`config.mk`:
```
export PLATFORM = sky130hd
export DESIGN_NAME = ray_pixel_scheduler
export DESIGN_NICKNAME = d
export VERILOG_FILES = /design/src/rtl/ray_pixel_scheduler_pkg.sv /design/src/rtl/ray_pixel_scheduler_pixel_counter.sv /design/src/rtl/ray_pixel_scheduler.sv
export SDC_FILE = /design/constraint.sdc
export NUM_CORES = 1
export LEC_CHECK = 0
export BUFFER_PORTS_ARGS = -buffer_cell sky130_fd_sc_hd__buf_2
export CAP_MARGIN = 20
export CORE_AREA = 2 2 187 189
export CTS_CLUSTER_DIAMETER = 60
export CTS_CLUSTER_SIZE = 30
export DETAILED_ROUTE_END_ITERATION = 10
export DIE_AREA = 0 0 189 191
export RECOVER_POWER = 100
export SKIP_LAST_GASP = 1
export SYNTH_ARGS = -nofsm -noshare
export SYNTH_HDL_FRONTEND = slang
export SYNTH_SLANG_ARGS = --single-unit
```
`constraint.sdc`:
```
create_clock -name clk -period 3.9 [get_ports clk]
set_clock_uncertainty 0.15 [all_clocks]
set_input_delay 0 -clock clk [delete_from_list [all_inputs] [get_ports clk]]
set_output_delay 0 -clock clk [all_outputs]
set_load 0.01 [all_outputs]
```
`src/rtl/ray_pixel_scheduler_pkg.sv`:
```
// Shared types for the ray pixel scheduler: fixed-point scalar, 3-vector
// and the frame sequencing states.
package ray_pixel_scheduler_pkg;

   localparam int FP_W         = 32;
   localparam int FP_FRAC_BITS = 21;
   localparam int FP_INT_BITS  = FP_W - FP_FRAC_BITS;

   typedef logic signed [FP_W-1:0] fp;

   typedef struct packed {
      fp x;
      fp y;
      fp z;
   } vec3;

   typedef enum logic [2:0] {
      ST_IDLE,
      ST_LOAD,
      ST_ISSUE,
      ST_DRAIN,
      ST_DONE
   } sched_state_t;

endpackage

```
`src/rtl/ray_pixel_scheduler_pixel_counter.sv`:
```
// Raster-order x/y pixel counter. x runs fastest; y steps when x wraps.
// 'last' flags the final pixel of the frame from the current count.
module ray_pixel_scheduler_pixel_counter #(
   parameter int H_RES = 640,
   parameter int V_RES = 480,
   parameter int XW    = $clog2(H_RES > 1 ? H_RES : 2),
   parameter int YW    = $clog2(V_RES > 1 ? V_RES : 2)
) (
   input  logic          clk,
   input  logic          rst,
   input  logic          clear,
   input  logic          advance,
   output logic [XW-1:0] x,
   output logic [YW-1:0] y,
   output logic          last
);

   logic x_at_end;
   logic y_at_end;

   assign x_at_end = (x == XW'(H_RES - 1));
   assign y_at_end = (y == YW'(V_RES - 1));
   assign last     = x_at_end && y_at_end;

   // Raster walk: clear at frame load, step once per issued pixel
   always_ff @(posedge clk) begin
      if (!rst) begin
         x <= '0;
         y <= '0;
      end else if (clear) begin
         x <= '0;
         y <= '0;
      end else if (advance) begin
         if (x_at_end) begin
            x <= '0;
            y <= y_at_end ? '0 : y + 1'b1;
         end else begin
            x <= x + 1'b1;
         end
      end
   end

endmodule

```
`src/rtl/ray_pixel_scheduler.sv`:
```
// Frame-level sequencer for the ray generator. Latches the camera basis at
// frame start, walks the screen in raster order one pixel per cycle, and
// limits rays in flight with a credit counter sized to the result FIFO.
module ray_pixel_scheduler
   import ray_pixel_scheduler_pkg::*;
#(
   parameter int H_RES   = 640,
   parameter int V_RES   = 480,
   parameter int CREDITS = 16
) (
   input  logic        clk,
   input  logic        rst,
   input  logic        start,
   input  logic        abort,
   input  vec3         cam_forward_in,
   input  vec3         cam_right_in,
   input  logic        credit_return,
   output fp           screen_x,
   output fp           screen_y,
   output logic        pix_valid,
   output vec3         cam_forward,
   output vec3         cam_right,
   output logic        busy,
   output logic        frame_done,
   output logic [15:0] frame_count,
   output logic        credit_err
);

   localparam int XW = $clog2(H_RES > 1 ? H_RES : 2);
   localparam int YW = $clog2(V_RES > 1 ? V_RES : 2);
   localparam int CW = $clog2(CREDITS + 1);

   sched_state_t  state;
   logic [CW-1:0] credits;
   logic          credits_full;
   logic          credits_avail;
   logic          issue;
   logic [XW-1:0] pix_x;
   logic [YW-1:0] pix_y;
   logic          pix_last;

   // Integer pixel index to Q11.21: integer bits above, zero fraction
   function automatic fp to_fixed(input logic [FP_INT_BITS-1:0] v);
      return $signed({v, {FP_FRAC_BITS{1'b0}}});
   endfunction

   assign credits_full  = (credits == CW'(CREDITS));
   assign credits_avail = (credits != '0);
   // Issue decision uses the count registered before this edge
   assign issue         = (state == ST_ISSUE) && !abort && credits_avail;

   ray_pixel_scheduler_pixel_counter #(
      .H_RES (H_RES),
      .V_RES (V_RES),
      .XW    (XW),
      .YW    (YW)
   ) u_pixel_counter (
      .clk     (clk),
      .rst     (rst),
      .clear   (state == ST_LOAD),
      .advance (issue),
      .x       (pix_x),
      .y       (pix_y),
      .last    (pix_last)
   );

   // Credit accounting: issue consumes, return refunds, both cancel out
   always_ff @(posedge clk) begin
      if (!rst) begin
         credits    <= CW'(CREDITS);
         credit_err <= 1'b0;
      end else begin
         if (issue && !credit_return) begin
            credits <= credits - 1'b1;
         end else if (credit_return && !issue) begin
            if (credits_full) begin
               credit_err <= 1'b1;
            end else begin
               credits <= credits + 1'b1;
            end
         end
      end
   end

   // Frame sequencer with all outputs registered
   always_ff @(posedge clk) begin
      if (!rst) begin
         state       <= ST_IDLE;
         busy        <= 1'b0;
         pix_valid   <= 1'b0;
         frame_done  <= 1'b0;
         frame_count <= '0;
         screen_x    <= '0;
         screen_y    <= '0;
         cam_forward <= '0;
         cam_right   <= '0;
      end else begin
         pix_valid  <= 1'b0;
         frame_done <= 1'b0;
         case (state)
            ST_IDLE: begin
               if (start) begin
                  state <= ST_LOAD;
                  busy  <= 1'b1;
               end
            end
            ST_LOAD: begin
               cam_forward <= cam_forward_in;
               cam_right   <= cam_right_in;
               state       <= ST_ISSUE;
            end
            ST_ISSUE: begin
               if (abort) begin
                  state <= ST_DRAIN;
               end else if (issue) begin
                  pix_valid <= 1'b1;
                  screen_x  <= to_fixed(FP_INT_BITS'(pix_x));
                  screen_y  <= to_fixed(FP_INT_BITS'(pix_y));
                  if (pix_last) begin
                     state <= ST_DRAIN;
                  end
               end
            end
            ST_DRAIN: begin
               if (credits_full) begin
                  state       <= ST_DONE;
                  frame_done  <= 1'b1;
                  frame_count <= frame_count + 1'b1;
               end
            end
            ST_DONE: begin
               state <= ST_IDLE;
               busy  <= 1'b0;
            end
            default: begin
               state <= ST_IDLE;
               busy  <= 1'b0;
            end
         endcase
      end
   end

endmodule

```
* After elaboration in Yosys (flattened, before gate mapping)
Cells that the tools add are included.
Word-level totals: flip-flop bits (word level) 258, input bits 197, output and inout port bits 276, word-level logic and storage cells 75
Operators by class: $add $sub $neg 5, eq/ne operators 11, muxes and demuxes 15, bitwise logic cells 5, reductions and logical operators 22
Operator list (count):
- 16-bit by 1-bit adder with 16-bit output (second input constant) | 1
- 3-bit 2-to-1 mux | 5
- 5-bit 2-to-1 mux | 3
- 3-bit case mux with 4 select lines | 1
- 10-bit by 1-bit adder with 10-bit output (second input constant) | 1
- 10-bit equality test (second input constant) | 1
- 10-bit 2-to-1 mux | 1
- 2-bit AND reduction | 5
- 9-bit by 1-bit adder with 9-bit output (second input constant) | 1
- 9-bit equality test (second input constant) | 1
- 9-bit 2-to-1 mux | 1
- 3-bit by 2-bit equality test with 1-bit output (second input constant) | 2
- 3-bit != test (second input constant) | 2
- 3-bit AND reduction | 2
- 3-bit OR reduction | 2
- 5-bit by 1-bit adder with 5-bit output (second input constant) | 1
- 5-bit equality test (second input constant) | 1
- 1-bit logical AND | 5
- 1-bit NOT | 5
- 5-bit nonzero test | 1
- 5-bit by 1-bit subtractor with 5-bit output (second input constant) | 1
- 2-bit != test (second input constant) | 2
- 4-bit AND reduction | 1
- 3-bit by 1-bit equality test with 1-bit output (second input constant) | 1
- 7 further kinds | 11

* Depth between registers and ports, before layout
Gate-level depths: netlist of the first run.
word-level depth 7, gate-level depth with buffers 14, gate-level depth less buffers 11

* Modules after synthesis
From an unflattened synthesis of the first run, not the netlist that was laid out.
Unflattened totals: cells, all modules 1236, area, all modules 10450.0 um^2
By module, submodules not included:
- ray_pixel_scheduler | instances 1, cells each 1129, area an instance 9521.6 um^2, sequential area each 4784.6 um^2
- ray_pixel_scheduler_pixel_counter | instances 1, cells each 107, area an instance 928.4 um^2, sequential area each 380.4 um^2

* Least setup slack after synthesis of the first run
Ideal clock, no wire load.
path kind register to register, start register state[2], end register credits[4], setup time 0.127 ns, arrival 2.865 ns, path slack 0.758 ns, stages on the path, launching flop included 14, period minus slack after synthesis 3.142 ns, path through dfxtp_1 -> or4b_1 -> a21o_1 -> inv_2 -> clkbuf_1 -> ha_1 -> clkbuf_1 -> xor2_1 -> ha_1 -> a211o_1 -> a21oi_1 -> o31ai_1 -> xnor2_1 -> nand2_1
Between the ends: word-level cells in the longest chain between the ends 7, elaborated cells between the ends (all ways) 10, those cells by class 2 x eq/ne; 1 x mux; 7 x reduce/logical
Ends and longest elaborated chain:
- start: declaration | line ray_pixel_scheduler.sv:33 | sched_state_t state;
- start signal: assignment | line ray_pixel_scheduler.sv:88 | state <= ST_IDLE;
- start signal: assignment | line ray_pixel_scheduler.sv:103 | state <= ST_LOAD;
- start signal: assignment | line ray_pixel_scheduler.sv:110 | state <= ST_ISSUE;
- 3-bit by 2-bit equality test with 1-bit output (*) | line ray_pixel_scheduler.sv:50 | assign issue = (state == ST_ISSUE) && !abort && credits_avail;
- 1-bit logical AND (*) (2 in series) | line ray_pixel_scheduler.sv:50
- via issue | line ray_pixel_scheduler.sv:37 | logic issue;
- 1-bit zero test | line ray_pixel_scheduler.sv:75 | end else if (credit_return && !issue) begin
- 1-bit logical AND | line ray_pixel_scheduler.sv:75
- 2-bit nonzero test (no line)
- 2-bit AND reduction (no line)
- end signal: assignment | line ray_pixel_scheduler.sv:70 | credits <= CW'(CREDITS);
- end signal: assignment | line ray_pixel_scheduler.sv:74 | credits <= credits - 1'b1;
- end signal: assignment | line ray_pixel_scheduler.sv:79 | credits <= credits + 1'b1;
- end: declaration | line ray_pixel_scheduler.sv:34 | logic [CW-1:0] credits;
Mark *: on every way through the listed nets, which the timed path passes. The rest lies on a longest branch. A chain may end at the register's enable or synchronous reset.

* Worst setup path after layout of the first run
start register credits[1], end register credits[4]
Between the ends: word-level cells in the longest chain between the ends 6, elaborated cells between the ends (all ways) 14, those cells by class 2 x add/sub; 2 x eq/ne; 3 x mux; 7 x reduce/logical
Ends and longest elaborated chain:
- parallel branches: the longest is 6 deep, another holds 5-bit by 1-bit adder with 5-bit output
Parallel ways; which one is timed is not known. The select of a mux whose other input is x is not followed.

==> results of run 1 <==
[cells in the mapped netlist (2+ instances only)]
master	number	area [um2]
a21boi_0	212	1590
a21oi_1	11	55.1
and2_1	7	43.8
and2_2	2	15.0
and3_1	2	12.5
and4_1	2	17.5
buf_1	3	11.3
buf_2	2	10.0
buf_4	45	338
buf_6	2	22.5
clkbuf_1	75	282
dfxtp_1	258	5160
ha_1	8	100
inv_1	6	22.5
mux2i_1	3	30.0
nand2_1	449	1690
nand2b_1	13	81.3
nand3_1	18	90.1
nand4_1	4	25.0
nand4b_1	2	17.5
nor2_1	23	86.3
nor2b_1	6	37.5
nor3_1	4	20.0
nor3b_1	3	22.5
nor4_1	2	12.5
o211ai_1	6	45.0
o21ai_0	5	25.0
o311ai_0	4	35.0
o311ai_2	2	32.5
o31ai_1	10	75.1
o41ai_1	4	35.0
o41ai_2	2	32.5
xnor2_1	9	78.8
xor2_1	10	87.6
[metrics by stage]
step | area [um2] | hold slack (ps) | instances | util
2_1_floorplan | 10600 | -9.30 | 1277 | -
3_3_place_gp | 12700 | 100 | 2039 | 0.373
3_5_place_dp | 12700 | 108 | 2039 | 0.373
4_1_cts | 16100 | 34.4 | 2334 | 0.473
5_1_grt | 15800 | 57.3 | 2337 | 0.462
6_report | 15800 | 56.6 | 2337 | 0.462
[layer usage]
metal  global-route usage  share of wire  vias up  routed length [um]
li1                     -              -     5200                   -
met1                0.196           0.39     4866               13100
met2                0.303           0.50      364               16500
met3               0.0448          0.070       88                2310
met4               0.0784          0.040        0                1330
met5                    0              0        -                   0
[worst max-delay path: cells and delay by family (launching register included)]
kind / cells / cell delay [ps]
buffers and inverters: 1 / 50
adders and majority gates: 2 / 540
DFF: 1 / 400
xor gates and xnor gates: 2 / 340
and+or+nand+nor: 3 / 780
AOI/OAI and AO/OA: 3 / 770
[layout make-up]
class | count | area [um2] | area share
diodes | 3 | 7.51 | 0.000476
well taps | 455 | 569 | 0.0361
multi-input cells | 885 | 4690 | 0.297
clock buffers | 30 | 707 | 0.0448
flip-flops and latches | 258 | 5160 | 0.327
repair buffers | 680 | 4390 | 0.279
inverters | 7 | 26.3 | 0.00167
clock inverters | 19 | 221 | 0.0140
[placed cells by master, fill, tap and decap left out, types with 3 or more instances in the layout]
cell type / count
bufinv_16: 3
xnor2_1: 9
o311ai_0: 6
xor2_1: 10
mux2i_1: 3
nand2b_1: 13
nand2_1: 449
a21oi_1: 11
o21ai_0: 5
clkbuf_1: 233
nor2_1: 23
clkbuf_16: 27
buf_12: 3
nand3_1: 19
diode_2: 3
nand4_1: 5
and2_1: 5
dlygate4sd3_1: 246
inv_1: 7
o41ai_1: 4
clkinvlp_4: 3
o31ai_1: 10
nor2b_1: 6
o211ai_1: 6
clkinv_2: 4
dfxtp_1: 258
buf_2: 195
ha_1: 8
inv_6: 5
nor3b_1: 3
a21boi_0: 212
nor3_1: 4
conb_1: 45
[path summary, 6_finish.rpt]
path / cells after the start / to
worst max register to register: 11 / credits[4]
worst max-delay path: 11 / credits[4]
worst min register to register: 2 / cam_right[81]
worst min-delay path: 5 / state[0]
[power groups by stage]
stage,clock network (uW),registers (uW),logic [uW]
6_report,2700,2850,954
3_3_place_gp,0,2900,771
3_5_place_dp,0,2910,778
2_1_floorplan,0,2970,390
5_1_grt,2890,2870,1050
4_1_cts,2780,2850,983
[sequential cells by signal (all words and copies together), names as in the netlist]
register,cells
cam_right,96
frame_done,1
credits,5
state,3
u_pixel_counter.y,9
cam_forward,96
u_pixel_counter.x,10
screen_x,10
busy,1
screen_y,9
credit_err,1
frame_count,16
pix_valid,1
[cell families (layout without fill, tap and decap cells)]
| kind of cell | count (synthesis) | in the layout | share of synthesized area |
|---|---|---|---|
| buffers and inverters | 134 | 736 | 0.0662 |
| XOR/XNOR | 19 | 19 | 0.0160 |
| adder cells (fa/ha/maj) | 8 | 8 | 0.00962 |
| AND/OR/NAND/NOR | 546 | 546 | 0.217 |
| other | 1 | 48 | 0.000360 |
| flip-flops | 258 | 258 | 0.496 |
| multiplexers | 3 | 3 | 0.00289 |
| AO/OA/AOI/OAI | 264 | 264 | 0.191 |
[timing repair]
item / 4_1_cts / 5_1_grt
hold buffers: 246 / 0
endpoints found under the hold margin: 235 / 0
setup buffers: 0 / 0
==> reports/results.ini, run 1 <==
[power_and_ir_drop]
p_sw_frac=0.270
design_power_total_uw=6500
seqPwrFrac=0.439
p_int_uw=4750
vdd_drop_max_uv=288
power_leakage_uw=0.00620
power_switching_uw=1760
power_frac_clock=0.415
combPwrFrac=0.147
powerDensity_nw_per_um2=412

[clocking]
htreeDepth=1
cts_made_buffers=27
cts_tree=yes
post_cts_resized=0
root_buffer=clkbuf_16
clock-sinks=258
cts_buffer_depth=3
clk_latency_ps=540
cts.reportedPaths.clkPinSlew_ps=70

[yosys]
ys_warn_count=0
ys.flop_type=dfxtp_1
synth_edf_count=0
async_flop_share=0
syn-instance-count=1233
synthDistinctLibCells=53
netlist_area_um2=10400
ys_ff_latch=258
syn_avg_cell_area_um2=8.44
synth_seq_area_share=0.496

[timing]
tns_ps=0
slew_headroom=-0.192
hold_viol_final=0
setup_violations=0
finalCritPeriodShare=0.829
setup_ws_ps=668
final_max_slew_viol_count=180
max_slew.worst_pin.slew_ps=1790
rsz0062_at_grt=false
period_minus_slack_ps=3230
fmax_ghz=0.309

[route]
wirelength_um=33200
final_antenna_net_count=0
num_vias=10500
drtPass1Iterations=5
routedWlPerCell_um=14.2
viasPerCell=4.50
drt_iter0_markers=450
remaining_drc_errors=0

[grt]
antenna_found_initial=3
grt_usage=0.172
grt_max_degree=154
overflow=0
grt_first_pass_wirelength_um=52000
grt_pass1_vias=10400

[critical_path]
slowest_delay_ps=630
r2r_setup_slack_ps=670
start_kind=register
crit_path_start=credits[1]
worstSetupPathType=register to register
rr_startpoint=credits[1]
cp_cell_sequence=nor4_1 > a21o_1 > inv_1 > ha_1 > xor2_1 > ha_1 > o21ai_0 > nor3b_1 > o31ai_1 > xnor2_1 > nand2_1
arrival_ps=3440
crit_path_top_delay_cell=nor4_1
path_common_cell=ha_1
path_max_fanout=10
worstPathRequired_ps=4100
cp-end-kind=register

[floorplan]
dieArea_um2=36100
rows=68
core_area_um2=34100
die_w_um=189
start_util=0.305
chipHeight_um=191
io_pins=473

[layout]
nNetsFinal=2064
syn_to_final_growth_pct=51.6
drive_gt1_frac=0.137
fillers=3310

[outcome]
failed_checks=max-capacitance violations, max-slew violations
run_status=finished with violations

[place]
gp_congestion=0.788
dpl_worst_slack_ps=823
hpwl_um=20500
portBuffers=427

[min_path]
hp-class=input pin to register
holdCritStartpoint=abort

[run]
drv_cap=2

No activity file was read; power rests on OpenSTA's default activity.
==> run 2, diff against run 1 <==
==> constraint.sdc (replaced) <==
create_clock -name clk -period 3.1 [get_ports clk]
set_clock_uncertainty 0.15 [all_clocks]
set_input_delay 0 -clock clk [delete_from_list [all_inputs] [get_ports clk]]
set_output_delay 0 -clock clk [all_outputs]
set_load 0.01 [all_outputs]
==> run 2 against run 1 <==
Effect of this change: the run now ends clean; non-clock buffer count grew 13; sequential share of layout area rose by 0.060 points; global-route usage is 0.29 points lower; sequential cell count did not move; critical path type unchanged; cell count up 0.30%; register-to-register slack worse by 390 ps; critical endpoint unchanged; maximum frequency rose by 14%; wire length down 1.1%; clock power increased by 13%; combinational power increased by 27%; cell area shrank 0.18%; setup slack worse by 390 ps.
==> reports/results.ini, run 2 (synthesized netlist as in run 1, its figures left out) <==
[outcome]
run_status=finished clean  ; was finished with violations

[route]
num_vias=10500  ; about the same
final_antenna_net_count=0  ; unchanged
viasPerCell=4.46  ; was 4.50
wirelength_um=32800  ; was 33200 um
drtPass1Iterations=4  ; was 5
drt_iter0_markers=417  ; was 450
remaining_drc_errors=0  ; unchanged
routedWlPerCell_um=14.0  ; was 14.2 um

[layout]
final_util=0.462  ; about the same
biggestRegsByFlops=cam_forward (96), cam_right (96), frame_count (16)  ; unchanged
drive_gt1_frac=0.137  ; about the same
antenna_cells=0  ; was 3
mostFrequentLayoutCells=nand2_1 (449), dfxtp_1 (258), dlygate4sd3_1 (251)  ; was nand2_1 (449), dfxtp_1 (258), dlygate4sd3_1 (246)
mostFrequentLayoutCell=nand2_1  ; unchanged
syn_to_final_growth_pct=51.3  ; was 51.6%
nNetsFinal=2075  ; was 2064
fillers=3367  ; was 3310

[grt]
grt_pass1_vias=10300  ; was 10400
antenna_found_initial=0  ; was 3
grt_max_degree=114  ; was 154
overflow=0  ; unchanged
grt_usage=0.170  ; was 0.172
grt_first_pass_wirelength_um=51200  ; was 52000 um

[clocking]
cts_made_buffers=25  ; was 27
root_buffer=clkbuf_16  ; unchanged
htreeDepth=1  ; unchanged
clock-sinks=258  ; unchanged
clk_latency_ps=540  ; about the same
cts.reportedPaths.clkPinSlew_ps=60  ; was 70 ps
cts_tree=yes  ; unchanged
cts_setup_buffers=0  ; unchanged
cts_buffer_depth=3  ; unchanged

[run]
drv_cap=0  ; was 2

[timing]
final_max_slew_viol_count=0  ; was 180
max_slew.worst_pin.slew_ps=1230  ; was 1790 ps
setup_ws_ps=274  ; was 668 ps
tns_ps=0  ; unchanged
rsz0062_at_grt=false  ; unchanged
setup_violations=0  ; unchanged
period_minus_slack_ps=2830  ; was 3230 ps
hold_viol_final=0  ; unchanged
fmax_ghz=0.354  ; was 0.309 GHz
slew_headroom=0.180  ; was -0.192
finalCritPeriodShare=0.912  ; was 0.829

[critical_path]
path_common_cell=ha_1  ; unchanged
slowest_delay_ps=560  ; was 630 ps
cp_top_family=compound AO/OA/AOI/OAI gates  ; was simple AND/OR/NAND/NOR gates
worstSetupPathType=register to register  ; unchanged
path_max_fanout=5  ; was 10
arrival_ps=3070  ; was 3440 ps
start_kind=register  ; unchanged
crit_path_top_delay_cell=or4b_1  ; was nor4_1
cp_num_buf_inv=1  ; unchanged
cp_cell_sequence=or4b_1 > a21o_1 > inv_1 > ha_1 > xor2_1 > ha_1 > a211o_1 > a21oi_1 > o31ai_2 > xnor2_1 > nand2_1  ; was nor4_1 > a21o_1 > inv_1 > ha_1 > xor2_1 > ha_1 > o21ai_0 > nor3b_1 > o31ai_1 > xnor2_1 > nand2_1
worstPathRequired_ps=3340  ; was 4100 ps
cp-end-kind=register  ; unchanged

[floorplan]
chipHeight_um=191  ; unchanged
io_pins=473  ; unchanged
rows=68  ; unchanged
start_util=0.305  ; unchanged
dieArea_um2=36100  ; unchanged
die_w_um=189  ; unchanged
core_area_um2=34100  ; unchanged

[power_and_ir_drop]
power_leakage_uw=0.00619  ; was 0.00620 uW
p_int_uw=5620  ; was 4750 uW
p_sw_frac=0.283  ; was 0.270
power_switching_uw=2220  ; was 1760 uW
power_frac_clock=0.388  ; was 0.415
seqPwrFrac=0.458  ; was 0.439
vdd_drop_max_uv=444  ; was 288 uV
powerDensity_nw_per_um2=498  ; was 412 nW/um2
combPwrFrac=0.155  ; was 0.147

[place]
gp_congestion=0.772  ; was 0.788
dpl_worst_slack_ps=241  ; was 823 ps
portBuffers=427  ; unchanged
hpwl_um=20800  ; was 20500 um

[min_path]
hp-class=input pin to register  ; unchanged

run 2: changes by cell type in the layout (fill, tap and decap cells not counted), sizes merged:
cell | before | now
dlygate4sd3 | 246 | 251
buf | 200 | 203
bufinv | 3 | 0
clkbuf | 264 | 267
diode | 3 | 0
clkinvlp | 3 | 4
inv | 14 | 15
run 2: final timing paths:
kind	start	endpoint	slack (ps)	depth (start not counted)
worst min-delay path	abort	state[0]	60	5
worst max-delay path	state[2]	credits[4]	270	11
worst max register to register	state[2]	credits[4]	270	11
worst min register to register	screen_x[29]	screen_x[29]	310	2
run 2: final cells by class:
type                            count  area, um2  area share
Sequential cell                   258       5160       0.328
Multi-Input combinational cell    885       4680       0.297
Timing Repair Buffer              693       4490       0.285
Clock buffer                       28        647      0.0411
Tap cell                          455        569      0.0361
Clock inverter                     18        168      0.0106
Inverter                            7       26.3     0.00167
run 2: power by group through the flow:
| stage | combinational (uW) | clock (uW) | sequential [uW] |
|---|---|---|---|
| after floorplan | 491 | 0 | 3740 |
| after global placement | 987 | 0 | 3650 |
| after detailed placement | 1000 | 0 | 3650 |
| after CTS | 1260 | 3150 | 3580 |
| after global routing | 1330 | 3260 | 3610 |
| final | 1210 | 3040 | 3590 |
run 2: metrics by stage:
stage,hold slack (ps),power [uW],cells,cell area [um2]
after floorplan,-9.30,4230,1277,10600
after CTS,23.3,7990,2344,16100
after detailed placement,109,4650,2047,12800
after global placement,101,4630,2047,12800
final,55.3,7840,2344,15700
after global routing,91.1,8200,2344,15700
run 2: worst min-delay path, cell delays in order:
cell     delay, ps
buf_2           70
or4b_1         120
a21oi_1         50
or3_1          340
a21oi_1        120
run 2: timing repair:
item,CTS,global route
endpoints found under the hold margin,230,0
resized for setup,0,1
hold buffers,251,0
endpoints found under the setup margin,0,1
run 2: metal layers:
metal	GRT usage	vias up	share of wire
li1	-	5223	-
met1	0.195	4824	0.40
met2	0.299	326	0.50
met3	0.0373	87	0.056
met4	0.0796	0	0.044
met5	0	-	0
==> run 3, diff against run 2 <==
--- a/config.mk
+++ b/config.mk
@@ -12,7 +12,8 @@
 export CTS_CLUSTER_SIZE = 30
 export DETAILED_ROUTE_END_ITERATION = 10
 export DIE_AREA = 0 0 189 191
-export RECOVER_POWER = 100
+export GPL_TIMING_DRIVEN = 0
+export RECOVER_POWER = 25
 export SKIP_LAST_GASP = 1
 export SYNTH_ARGS = -nofsm -noshare
 export SYNTH_HDL_FRONTEND = slang
==> run 3 against run 2 <==
Effect of this change: sequential share of layout area decreased by 0.80 points; wire length increased by 9.3%; first-iteration DRC count increased by 0.24%; clock-buffer cell count increased by 1; global-route usage increased by 1.6 points; sequential power about the same; critical path type unchanged.
==> reports/results.ini, run 3 (synthesized netlist as in run 1, its figures left out) <==
[outcome]
run_status=finished clean  ; unchanged

[floorplan]
dieArea_um2=36100  ; unchanged
die_w_um=189  ; unchanged
core_area_um2=34100  ; unchanged
io_pins=473  ; unchanged
rows=68  ; unchanged
start_util=0.305  ; unchanged
chipHeight_um=191  ; unchanged

[timing]
fmax_ghz=0.330  ; was 0.354 GHz
hold_viol_final=0  ; unchanged
final_max_slew_viol_count=0  ; unchanged
max_slew.worst_pin.slew_ps=922  ; was 1230 ps
setup_violations=0  ; unchanged
holdWs_ps=91.9  ; was 55.3 ps
finalCritPeriodShare=0.978  ; was 0.912
period_minus_slack_ps=3030  ; was 2830 ps
slew_headroom=0.385  ; was 0.180

[route]
drtPass1Iterations=5  ; was 4
viasPerCell=4.45  ; was 4.46
num_vias=10700  ; was 10500
final_antenna_net_count=0  ; unchanged
routedWlPerCell_um=14.9  ; was 14.0 um
wirelength_um=35900  ; was 32800 um
remaining_drc_errors=0  ; unchanged
drt_iter0_markers=418  ; was 417

[place]
portBuffers=426  ; was 427
gp_congestion=0.814  ; was 0.772
hpwl_um=25700  ; was 20800 um

[critical_path]
worstPathRequired_ps=3350  ; was 3340 ps
crit_path_start=state[2]  ; unchanged
worstSetupPathType=register to register  ; unchanged
path_max_fanout=9  ; was 5
rr_startpoint=state[2]  ; unchanged
start_kind=register  ; unchanged
arrival_ps=3290  ; was 3070 ps
cp-end-kind=register  ; unchanged

[power_and_ir_drop]
powerDensity_nw_per_um2=526  ; was 498 nW/um2
vdd_drop_max_uv=370  ; was 444 uV
design_power_total_uw=8490  ; was 7840 uW
power_leakage_uw=0.00670  ; was 0.00619 uW

[grt]
antenna_found_initial=0  ; unchanged
grt_first_pass_wirelength_um=54400  ; was 51200 um
use_met1=0.214  ; was 0.195
overflow=0  ; unchanged
grt_max_degree=18  ; was 114
met3_usage=0.0417  ; was 0.0373
grt_use_met2=0.337  ; was 0.299
busiest_layer=met2  ; unchanged
grt_usage=0.186  ; was 0.170
grt_pass1_vias=10500  ; was 10300

[layout]
nNetsFinal=2135  ; was 2075
biggestRegsByFlops=cam_forward (96), cam_right (96), frame_count (16)  ; unchanged
antenna_cells=0  ; unchanged
syn_to_final_growth_pct=55.2  ; was 51.3%
mostFrequentLayoutCell=nand2_1  ; unchanged
drive_gt1_frac=0.217  ; was 0.137
mostFrequentLayoutCells=nand2_1 (449), buf_2 (305), dfxtp_1 (257)  ; was nand2_1 (449), dfxtp_1 (258), dlygate4sd3_1 (251)

[clocking]
cts_buffer_depth=3  ; unchanged
clock-sinks=258  ; unchanged
root_buffer=clkbuf_16  ; unchanged
htreeDepth=1  ; unchanged
cts.reportedPaths.clkPinSlew_ps=70  ; was 60 ps
cts_tree=yes  ; unchanged
clk_latency_ps=540  ; about the same
cts_made_buffers=27  ; was 25

[min_path]
hp-class=input pin to register  ; unchanged
holdCritStartpoint=cam_right_in[38]  ; was abort

[run]
drv_cap=0  ; unchanged

run 3: worst max-delay path: stages, from the launching register on:
cell      delay [ps]
dfxtp_1          370
or4b_4           560
a21o_1           220
clkinv_4          70
ha_1             180
clkbuf_4         210
xor2_1            80
ha_1             220
a211o_1          300
a21oi_2          170
o31ai_2           90
xnor2_1          180
nand2_1           80
run 3: layout make-up:
cell class | instances | area [um2]
buffer | 125 | 658
clock buffer | 29 | 683
clock inverter | 21 | 314
fill | 3327 | 18000
inverter | 7 | 31.3
multi-input combinational | 885 | 4750
sequential | 258 | 5170
tap | 455 | 569
timing repair buffer | 626 | 3970
run 3: where the power goes:
| part | switching [uW] | leakage, uW | internal [uW] | total [uW] |
|---|---|---|---|---|
| clock network | 1490 | 0.000484 | 2150 | 3640 |
| registers | 97.8 | 0.00210 | 3490 | 3590 |
| logic | 702 | 0.00412 | 564 | 1270 |
| total | 2290 | 0.00670 | 6210 | 8490 |
run 3: routing by layer:
layer,routed length [um],vias to the layer above
met2,17900,340
met5,0,-
li1,-,5357
met3,2170,74
met4,1150,0
met1,14600,4934
run 3: through the flow:
stage          instance area, um2  worst slack (ps)  cells  setup TNS, ps   util
6_report                    16100              67.4   2406              0  0.473
5_1_grt                     16100             -52.4   2406          -52.4  0.473
4_1_cts                     16300              35.9   2404              0  0.476
3_5_place_dp                13300              -337   2158           -481  0.389
3_3_place_gp                13300              -258   2158           -366  0.389
2_1_floorplan               10600              91.4   1277              0      -
run 3: path summary, 6_finish.rpt:
kind | to | slack, ps | cells past startpoint
max | credits[4] | 70 | 12
min reg2reg | screen_y[27] | 310 | 2
min | cam_right[38] | 90 | 4
max reg2reg | credits[4] | 70 | 12
run 3: repair_timing:
action,in CTS,in global routing
endpoints found under the setup margin,2,1
hold buffers,197,0
buffers inserted,0,3
pin swaps,1,5
hold endpoints to repair,219,0
resized for setup,4,8
